===== config.mk =====
export PLATFORM = sky130hd
export DESIGN_NAME = twocomp_seq_flat
export DESIGN_NICKNAME = d
export VERILOG_FILES = /design/src/rtl/twocomp_seq_if.sv /design/src/rtl/twocomp_seq.sv /design/src/flat_wrapper.sv
export SDC_FILE = /design/constraint.sdc
export NUM_CORES = 1
export LEC_CHECK = 0
export ABC_AREA = 1
export BUFFER_PORTS_ARGS = -buffer_cell sky130_fd_sc_hd__buf_2
export CORE_MARGIN = 10
export CORE_UTILIZATION = 44
export CTS_BUF_LIST = sky130_fd_sc_hd__clkbuf_16
export CTS_CLUSTER_DIAMETER = 60
export CTS_CLUSTER_SIZE = 40
export DETAILED_ROUTE_END_ITERATION = 6
export MAX_ROUTING_LAYER = met4
export PLACE_DENSITY_LB_ADDON = 0.2
export SYNTH_ARGS = -nofsm -noshare
export SYNTH_HDL_FRONTEND = slang
export SYNTH_SLANG_ARGS = --single-unit

===== constraint.sdc =====
create_clock -name clk -period 1.4 [get_ports clk]
set_clock_uncertainty 0.1 [all_clocks]
set_input_delay 0.28 -clock clk [delete_from_list [all_inputs] [get_ports clk]]
set_output_delay 0.28 -clock clk [all_outputs]
set_load 0.01 [all_outputs]

===== src/rtl/twocomp_seq_if.sv =====
// Valid/ready stream bundle for the word-serial negation sequencer.
// The slave modport is the sequencer side, the master modport is the producer/consumer side.
interface twocomp_seq_if #(
    parameter int WIDTH = 8
);
    logic             in_valid;
    logic             in_ready;
    logic [WIDTH-1:0] in_data;
    logic             out_valid;
    logic             out_ready;
    logic [WIDTH-1:0] out_data;
    logic             out_last;
    logic             out_zero;
    logic             out_ovf;

    modport slave (
        input  in_valid,
        input  in_data,
        input  out_ready,
        output in_ready,
        output out_valid,
        output out_data,
        output out_last,
        output out_zero,
        output out_ovf
    );

    modport master (
        output in_valid,
        output in_data,
        output out_ready,
        input  in_ready,
        input  out_valid,
        input  out_data,
        input  out_last,
        input  out_zero,
        input  out_ovf
    );
endinterface


===== src/rtl/twocomp_seq.sv =====
// Word-serial two's-complement negation: streams NWORDS words LSW first through
// a WIDTH-bit invert+increment, chaining the increment carry across words.
module twocomp_seq #(
    parameter int WIDTH  = 8,
    parameter int NWORDS = 4
) (
    input  logic          clk,
    input  logic          rst_n,
    twocomp_seq_if.slave  bus
);
    localparam int CW = (NWORDS > 2) ? $clog2(NWORDS) : 1;
    localparam logic [CW-1:0]    LAST_IDX = CW'(NWORDS - 1);
    localparam logic [CW-1:0]    CNT_ONE  = CW'(1);
    localparam logic [WIDTH-1:0] MIN_WORD = {1'b1, {(WIDTH-1){1'b0}}};
    localparam logic [WIDTH-1:0] ZERO_WORD = {WIDTH{1'b0}};

    function automatic logic [WIDTH-1:0] neg_word(input logic [WIDTH-1:0] a, input logic c);
        return ~a + {{(WIDTH-1){1'b0}}, c};
    endfunction

    logic [CW-1:0]    cnt_q,       cnt_d;
    logic             carry_q,     carry_d;
    logic             out_valid_q, out_valid_d;
    logic [WIDTH-1:0] out_data_q,  out_data_d;
    logic             out_last_q,  out_last_d;
    logic             out_zero_q,  out_zero_d;
    logic             out_ovf_q,   out_ovf_d;

    logic in_ready_s;
    logic accept_s;
    logic is_last_s;
    logic word_zero_s;
    logic word_min_s;

    // The output register can take a new word whenever it is empty or draining this cycle.
    assign in_ready_s  = !out_valid_q || bus.out_ready;
    assign accept_s    = bus.in_valid && in_ready_s;
    assign is_last_s   = (cnt_q == LAST_IDX);
    assign word_zero_s = (bus.in_data == ZERO_WORD);
    assign word_min_s  = (bus.in_data == MIN_WORD);

    // Next-state: counter/carry advance and output capture happen only on accept.
    always_comb begin
        cnt_d       = cnt_q;
        carry_d     = carry_q;
        out_valid_d = out_valid_q;
        out_data_d  = out_data_q;
        out_last_d  = out_last_q;
        out_zero_d  = out_zero_q;
        out_ovf_d   = out_ovf_q;
        if (accept_s) begin
            out_valid_d = 1'b1;
            out_data_d  = neg_word(bus.in_data, carry_q);
            out_last_d  = is_last_s;
            out_zero_d  = is_last_s & carry_q & word_zero_s;
            out_ovf_d   = is_last_s & carry_q & word_min_s;
            if (is_last_s) begin
                // Every operand restarts with the +1 of the negation pending.
                cnt_d   = {CW{1'b0}};
                carry_d = 1'b1;
            end else begin
                cnt_d   = cnt_q + CNT_ONE;
                carry_d = carry_q & word_zero_s;
            end
        end else if (out_valid_q && bus.out_ready) begin
            out_valid_d = 1'b0;
        end else begin
            out_valid_d = out_valid_q;
        end
    end

    // State and output registers.
    always_ff @(posedge clk or negedge rst_n) begin
        if (!rst_n) begin
            cnt_q       <= {CW{1'b0}};
            carry_q     <= 1'b1;
            out_valid_q <= 1'b0;
            out_data_q  <= {WIDTH{1'b0}};
            out_last_q  <= 1'b0;
            out_zero_q  <= 1'b0;
            out_ovf_q   <= 1'b0;
        end else begin
            cnt_q       <= cnt_d;
            carry_q     <= carry_d;
            out_valid_q <= out_valid_d;
            out_data_q  <= out_data_d;
            out_last_q  <= out_last_d;
            out_zero_q  <= out_zero_d;
            out_ovf_q   <= out_ovf_d;
        end
    end

    assign bus.in_ready  = in_ready_s;
    assign bus.out_valid = out_valid_q;
    assign bus.out_data  = out_data_q;
    assign bus.out_last  = out_last_q;
    assign bus.out_zero  = out_zero_q;
    assign bus.out_ovf   = out_ovf_q;
endmodule

===== src/flat_wrapper.sv =====
// flat-port wrapper written by rule: the top's interface ports become plain ports
module twocomp_seq_flat 
#(
    parameter int WIDTH  = 8,
    parameter int NWORDS = 4
)
  (clk, rst_n, bus_in_valid, bus_in_data, bus_out_ready, bus_in_ready, bus_out_valid, bus_out_data, bus_out_last, bus_out_zero, bus_out_ovf);
  twocomp_seq_if #(.WIDTH(WIDTH)) bus_i ();
  input  logic clk;
  input  logic rst_n;
  input wire logic [$bits(bus_i.in_valid)-1:0] bus_in_valid;
  input wire logic [$bits(bus_i.in_data)-1:0] bus_in_data;
  input wire logic [$bits(bus_i.out_ready)-1:0] bus_out_ready;
  output wire logic [$bits(bus_i.in_ready)-1:0] bus_in_ready;
  output wire logic [$bits(bus_i.out_valid)-1:0] bus_out_valid;
  output wire logic [$bits(bus_i.out_data)-1:0] bus_out_data;
  output wire logic [$bits(bus_i.out_last)-1:0] bus_out_last;
  output wire logic [$bits(bus_i.out_zero)-1:0] bus_out_zero;
  output wire logic [$bits(bus_i.out_ovf)-1:0] bus_out_ovf;
  assign bus_i.in_valid = bus_in_valid;
  assign bus_i.in_data = bus_in_data;
  assign bus_i.out_ready = bus_out_ready;
  assign bus_in_ready = bus_i.in_ready;
  assign bus_out_valid = bus_i.out_valid;
  assign bus_out_data = bus_i.out_data;
  assign bus_out_last = bus_i.out_last;
  assign bus_out_zero = bus_i.out_zero;
  assign bus_out_ovf = bus_i.out_ovf;
  twocomp_seq #(.WIDTH(WIDTH), .NWORDS(NWORDS)) u_core (.clk(clk), .rst_n(rst_n), .bus(bus_i));
endmodule

# Word level (Yosys, flattened, before mapping)
# Index checks and enable logic that the tools add are counted.
dict set report classes {
  n_addsub 2
  mul 0
  div 0
  magnitude_cmp 0
  n_eq_ne 2
  n_shift 0
  mux 4
  bitwise 5
  n_reduce_logical 6
}
# operator count
set ops {}
lappend ops {{$add 8x1->8} 1}
lappend ops {{$eq 8x8->1 const B} 1}
lappend ops {{$logic_not 8->1} 1}
lappend ops {{$not 8->8} 1}
lappend ops {{$and 1x1->1} 4}
lappend ops {{$mux 1} 3}
lappend ops {{$add 2x1->2 const B} 1}
lappend ops {{$eq 2x2->1 const B} 1}
lappend ops {{$logic_and 1x1->1} 2}
lappend ops {{$mux 2} 1}
lappend ops {{$reduce_bool 2->1} 1}
lappend ops {{$logic_not 1->1} 1}
lappend ops {{$logic_or 1x1->1} 1}
dict set report word_totals {
  reg_bits 15
  latchBits 0
  ramBits 0
  rom_bits 0
  out_inout_bits 13
  elab_cells 26
  mem_count 0
}

# Logic depth before layout (Yosys ltp)
dict set report logic_depth {
  ltp_word 4
  mapped_depth 7
  depth_no_buf 7
}

# Worst setup path after synthesis
# Ideal clock, no wire load.
dict set report synth_path {
  path_type {reg-to-reg}
  from {register u_core.carry_q}
  to {register u_core.out_data_q[4], in the netlist u_core.bus.out_data[4]}
  setup_ps 80
  t_arrival_ps 1212
  t_required_ps 1220
  path_slack_ps 8
  path_stages_with_launch 5
  path_buffers 0
  synth_period_minus_slack_ps 1392
  path_cell_list {dfstp_2 -> ha_1 -> ha_1 -> nand3_1 -> a31oi_4}
}
dict set report synth_via {
  elab_chain_cells 1
}
# element line
set synth_lines {}
lappend synth_lines {{start: declaration} twocomp_seq.sv:22} ;# logic carry_q, carry_d;
lappend synth_lines {{start signal: assignment} twocomp_seq.sv:84} ;# carry_q <= carry_d;
lappend synth_lines {{$add 8x1->8} twocomp_seq.sv:18} ;# return ~a + {{(WIDTH-1){1'b0}}, c};
lappend synth_lines {{end signal: assignment} twocomp_seq.sv:78} ;# out_data_q <= {WIDTH{1'b0}};
lappend synth_lines {{end signal: assignment} twocomp_seq.sv:86} ;# out_data_q <= out_data_d;
lappend synth_lines {{end: declaration} twocomp_seq.sv:24} ;# logic [WIDTH-1:0] out_data_q, out_data_d;
# No other way between the ends.
# A chain may end at the register's enable or synchronous reset.

# Worst setup path in the final report
dict set report layout_path {
  from {register u_core.carry_q}
  to {register u_core.out_data_q[5], in the netlist u_core.bus.out_data[5]}
}
# The elaborated chain is that of the path after synthesis.

==> flow_metrics.env <==
export IMPL_finalSetupTns_ps=0
export IMPL_start_util=0.478
export IMPL_min_period_ps=1340
export IMPL_antenna_found_initial=0
export IMPL_cts_setup_buffers=0
export IMPL_grt_max_degree=16
export IMPL_rr_worst_depth=6
export IMPL_synth_area_sq_um=843
export IMPL_cp_arrival_ps=1370
export IMPL_core_area_sq_um=1760
export IMPL_end_kind="register"
export IMPL_final_seq_area_sq_um=377
export IMPL_first_iter_violations=14
export IMPL_first_global_vias=845
export IMPL_reg2reg_to="u_core.bus.out_data[5]"
export IMPL_cts_buffers=3
export IMPL_postSynthCellCount=102
export IMPL_post_place_ws_ps=-50.9
export IMPL_grt_overflow=0
export IMPL_leakagePower_uw=0.000596
export IMPL_die_x_um=63.8
export IMPL_vias=777
export IMPL_yosysWarnings=0
export IMPL_ys_async_sr_fraction=1.00
export IMPL_setup_viol=0
export IMPL_cts_tree="yes"
export IMPL_r2r_start="u_core.carry_q"
export IMPL_ys_seq_area_frac=0.447
export IMPL_clock_latency_ps=240
export IMPL_min_path_cells=4
export IMPL_relSlewSlack=0.776
export IMPL_netlist_top_cell_by_area="dfrtp_1"
export IMPL_synth_edf_count=0
export IMPL_num_rows=15
export IMPL_crit_path_max_fanout=3
export IMPL_hp_class="in2reg"
export IMPL_ys_seq_elements=15
export IMPL_clkTransAtPathRegs_ps=50
export IMPL_post_drt_wl_per_cell_um=13.0
export IMPL_hold_violations=0
export IMPL_postLayoutCoreUtil=0.636
export IMPL_drcViolationCount=0
export IMPL_place_congestion=0.822
export IMPL_startpoint_type="register"
export IMPL_ys_flop_type="dfrtp_1"
export IMPL_multi_input_area_sq_um=435
export IMPL_setup_ws_ps=62.2
export IMPL_syn_area_per_cell_sq_um=8.27
export IMPL_die_area_sq_um=4070
export IMPL_worstHoldStart="bus_in_data[6]"
export IMPL_whs_endpoint="u_core.bus.out_data[6]"
export IMPL_htree_num_levels=1
export IMPL_hold_slack_ps=232
export IMPL_cts_sinks=15
export IMPL_slew_violations=0
export IMPL_diodes=0
export IMPL_peakVddDrop_mv=0.907
export IMPL_clk_path_buf_depth=2
export IMPL_rsz0062_at_grt="no"
export IMPL_power_density_nw_per_um2=1380
export IMPL_nets=148
export IMPL_grt_pass1_wl_um=3480
export IMPL_die_h_um=63.8
export IMPL_portBuffers=24
export IMPL_synthTopCellsByArea="dfrtp_1 42%, nand2_1 16%, nand3_1 7.1%"
export IMPL_grt_usage=0.107
export IMPL_synth_top_cells_by_count="36 x nand2_1, 14 x dfrtp_1, 12 x nand3_1"
export IMPL_max_freq_mhz=747
export IMPL_synthesis_nets=117
export IMPL_filler_cell_count=167
export IMPL_avgViaCountPerCell=4.95
export IMPL_antenna_left=0
export IMPL_final_layout_size_suffix_gt1_frac=0.341
export IMPL_fin_crit_sh=0.956
export IMPL_crit_type="reg2reg"
export IMPL_first_pass_iters=5
export IMPL_status="completed"
export IMPL_root_buffer="clkbuf_16"
export IMPL_synth_top_area_frac=0.415
export IMPL_post_dp_hpwl_um=1490
export IMPL_synth_cell_types=21
export IMPL_r2r_slack_ps=60
export IMPL_area_growth_pct=33.1
export IMPL_crit_required_ps=1430
export IMPL_tightest_slew_ps=336
export IMPL_cap_viol_max_count=0
export IMPL_io_pins=25
export IMPL_synth_most_common_cell="nand2_1"
export IMPL_routed_wl_um=2050
power by group:
| group | total, uW | leakage, uW | switching [uW] | internal, uW |
|---|---|---|---|---|
| combinational | 412 | 0.000371 | 230 | 182 |
| sequential | 588 | 0.000182 | 54.0 | 534 |
| clock | 546 | 0.0000423 | 168 | 378 |
placed cells by master (no fill, tap or decap):
| cell type | instances |
|---|---|
| nor2_1 | 6 |
| nand4_1 | 1 |
| nand2_2 | 1 |
| xor2_1 | 1 |
| buf_2 | 24 |
| inv_4 | 1 |
| dfrtp_1 | 14 |
| nor2_2 | 2 |
| dlygate4sd3_1 | 1 |
| ha_1 | 1 |
| inv_2 | 1 |
| nand3_2 | 1 |
| o21a_1 | 1 |
| nand2_4 | 2 |
| nor2_4 | 2 |
| dfstp_2 | 1 |
| o21ai_0 | 2 |
| o21ai_1 | 2 |
| nand3_1 | 12 |
| nand2_1 | 35 |
| ha_4 | 2 |
| clkbuf_16 | 3 |
| buf_4 | 3 |
| a31oi_4 | 2 |
| inv_1 | 11 |
what timing repair did:
| item | 4_1_cts | 5_1_grt |
|---|---|---|
| resized for setup | 5 | 3 |
| hold buffers | 1 | 0 |
| hold endpoints to repair | 14 | 0 |
| setup endpoints to repair | 6 | 3 |
| pin swaps | 0 | 3 |
flip-flops by register name, indices dropped and copies added, names as in the netlist:
| name | cells |
|---|---|
| u_core.bus.out_valid | 1 |
| u_core.carry_q | 1 |
| u_core.bus.out_ovf | 1 |
| u_core.bus.out_last | 1 |
| u_core.cnt_q | 2 |
| u_core.bus.out_zero | 1 |
| u_core.bus.out_data | 8 |
per-stage QoR:
stage / power, uW / cell area [sq um] / std cells
after floorplan: 816 / 843 / 102
after detailed placement: 971 / 998 / 152
after CTS: 1560 / 1110 / 157
after global placement: 956 / 998 / 152
after global routing: 1640 / 1120 / 157
final: 1550 / 1120 / 157
critical path: stages (launching register included):
cell	delay [ps]
dfstp_2	550
ha_4	150
nand2_2	70
nor2_4	130
nand3_1	80
nand3_1	90
nand2_1	50
worst max path at each step:
stage / start / to / slack, ps / cells after the start
5_1_grt: u_core.carry_q / u_core.bus.out_data[4] / 4 / 4
4_1_cts: u_core.carry_q / u_core.bus.out_data[7] / 50 / 6
6_report: u_core.carry_q / u_core.bus.out_data[5] / 60 / 6
3_3_place_gp: u_core.carry_q / u_core.bus.out_data[4] / -2 / 4
3_5_place_dp: u_core.carry_q / u_core.bus.out_data[4] / -50 / 4
2_1_floorplan: u_core.carry_q / u_core.bus.out_data[4] / 8 / 4
routing by layer:
| layer | vias up | global-route usage | share of wire |
|---|---|---|---|
| met2 | 30 | 0.188 | 0.51 |
| li1 | 382 | - | - |
| met3 | 6 | 0.0401 | 0.065 |
| met4 | 0 | 0.0328 | 0.015 |
| met5 | - | - | 0 |
| met1 | 359 | 0.108 | 0.41 |
layout make-up:
cell class | instances | share of cell area
clock buffer | 3 | 0.0669
clock inverter | 1 | 0.00334
inverter | 12 | 0.0424
multi-input combinational | 73 | 0.388
sequential | 15 | 0.336
tap | 25 | 0.0279
timing repair buffer | 28 | 0.136
kinds of logic after synthesis:
| logic type | synth area share |
|---|---|
| DFF | 0.447 |
| AOI/OAI and AO/OA | 0.0831 |
| buffers and inverters | 0.0786 |
| adders and majority gates | 0.0445 |
| xor gates and xnor gates | 0.0104 |
| and+or+nand+nor | 0.337 |
No activity file was read; power rests on OpenSTA's default activity.
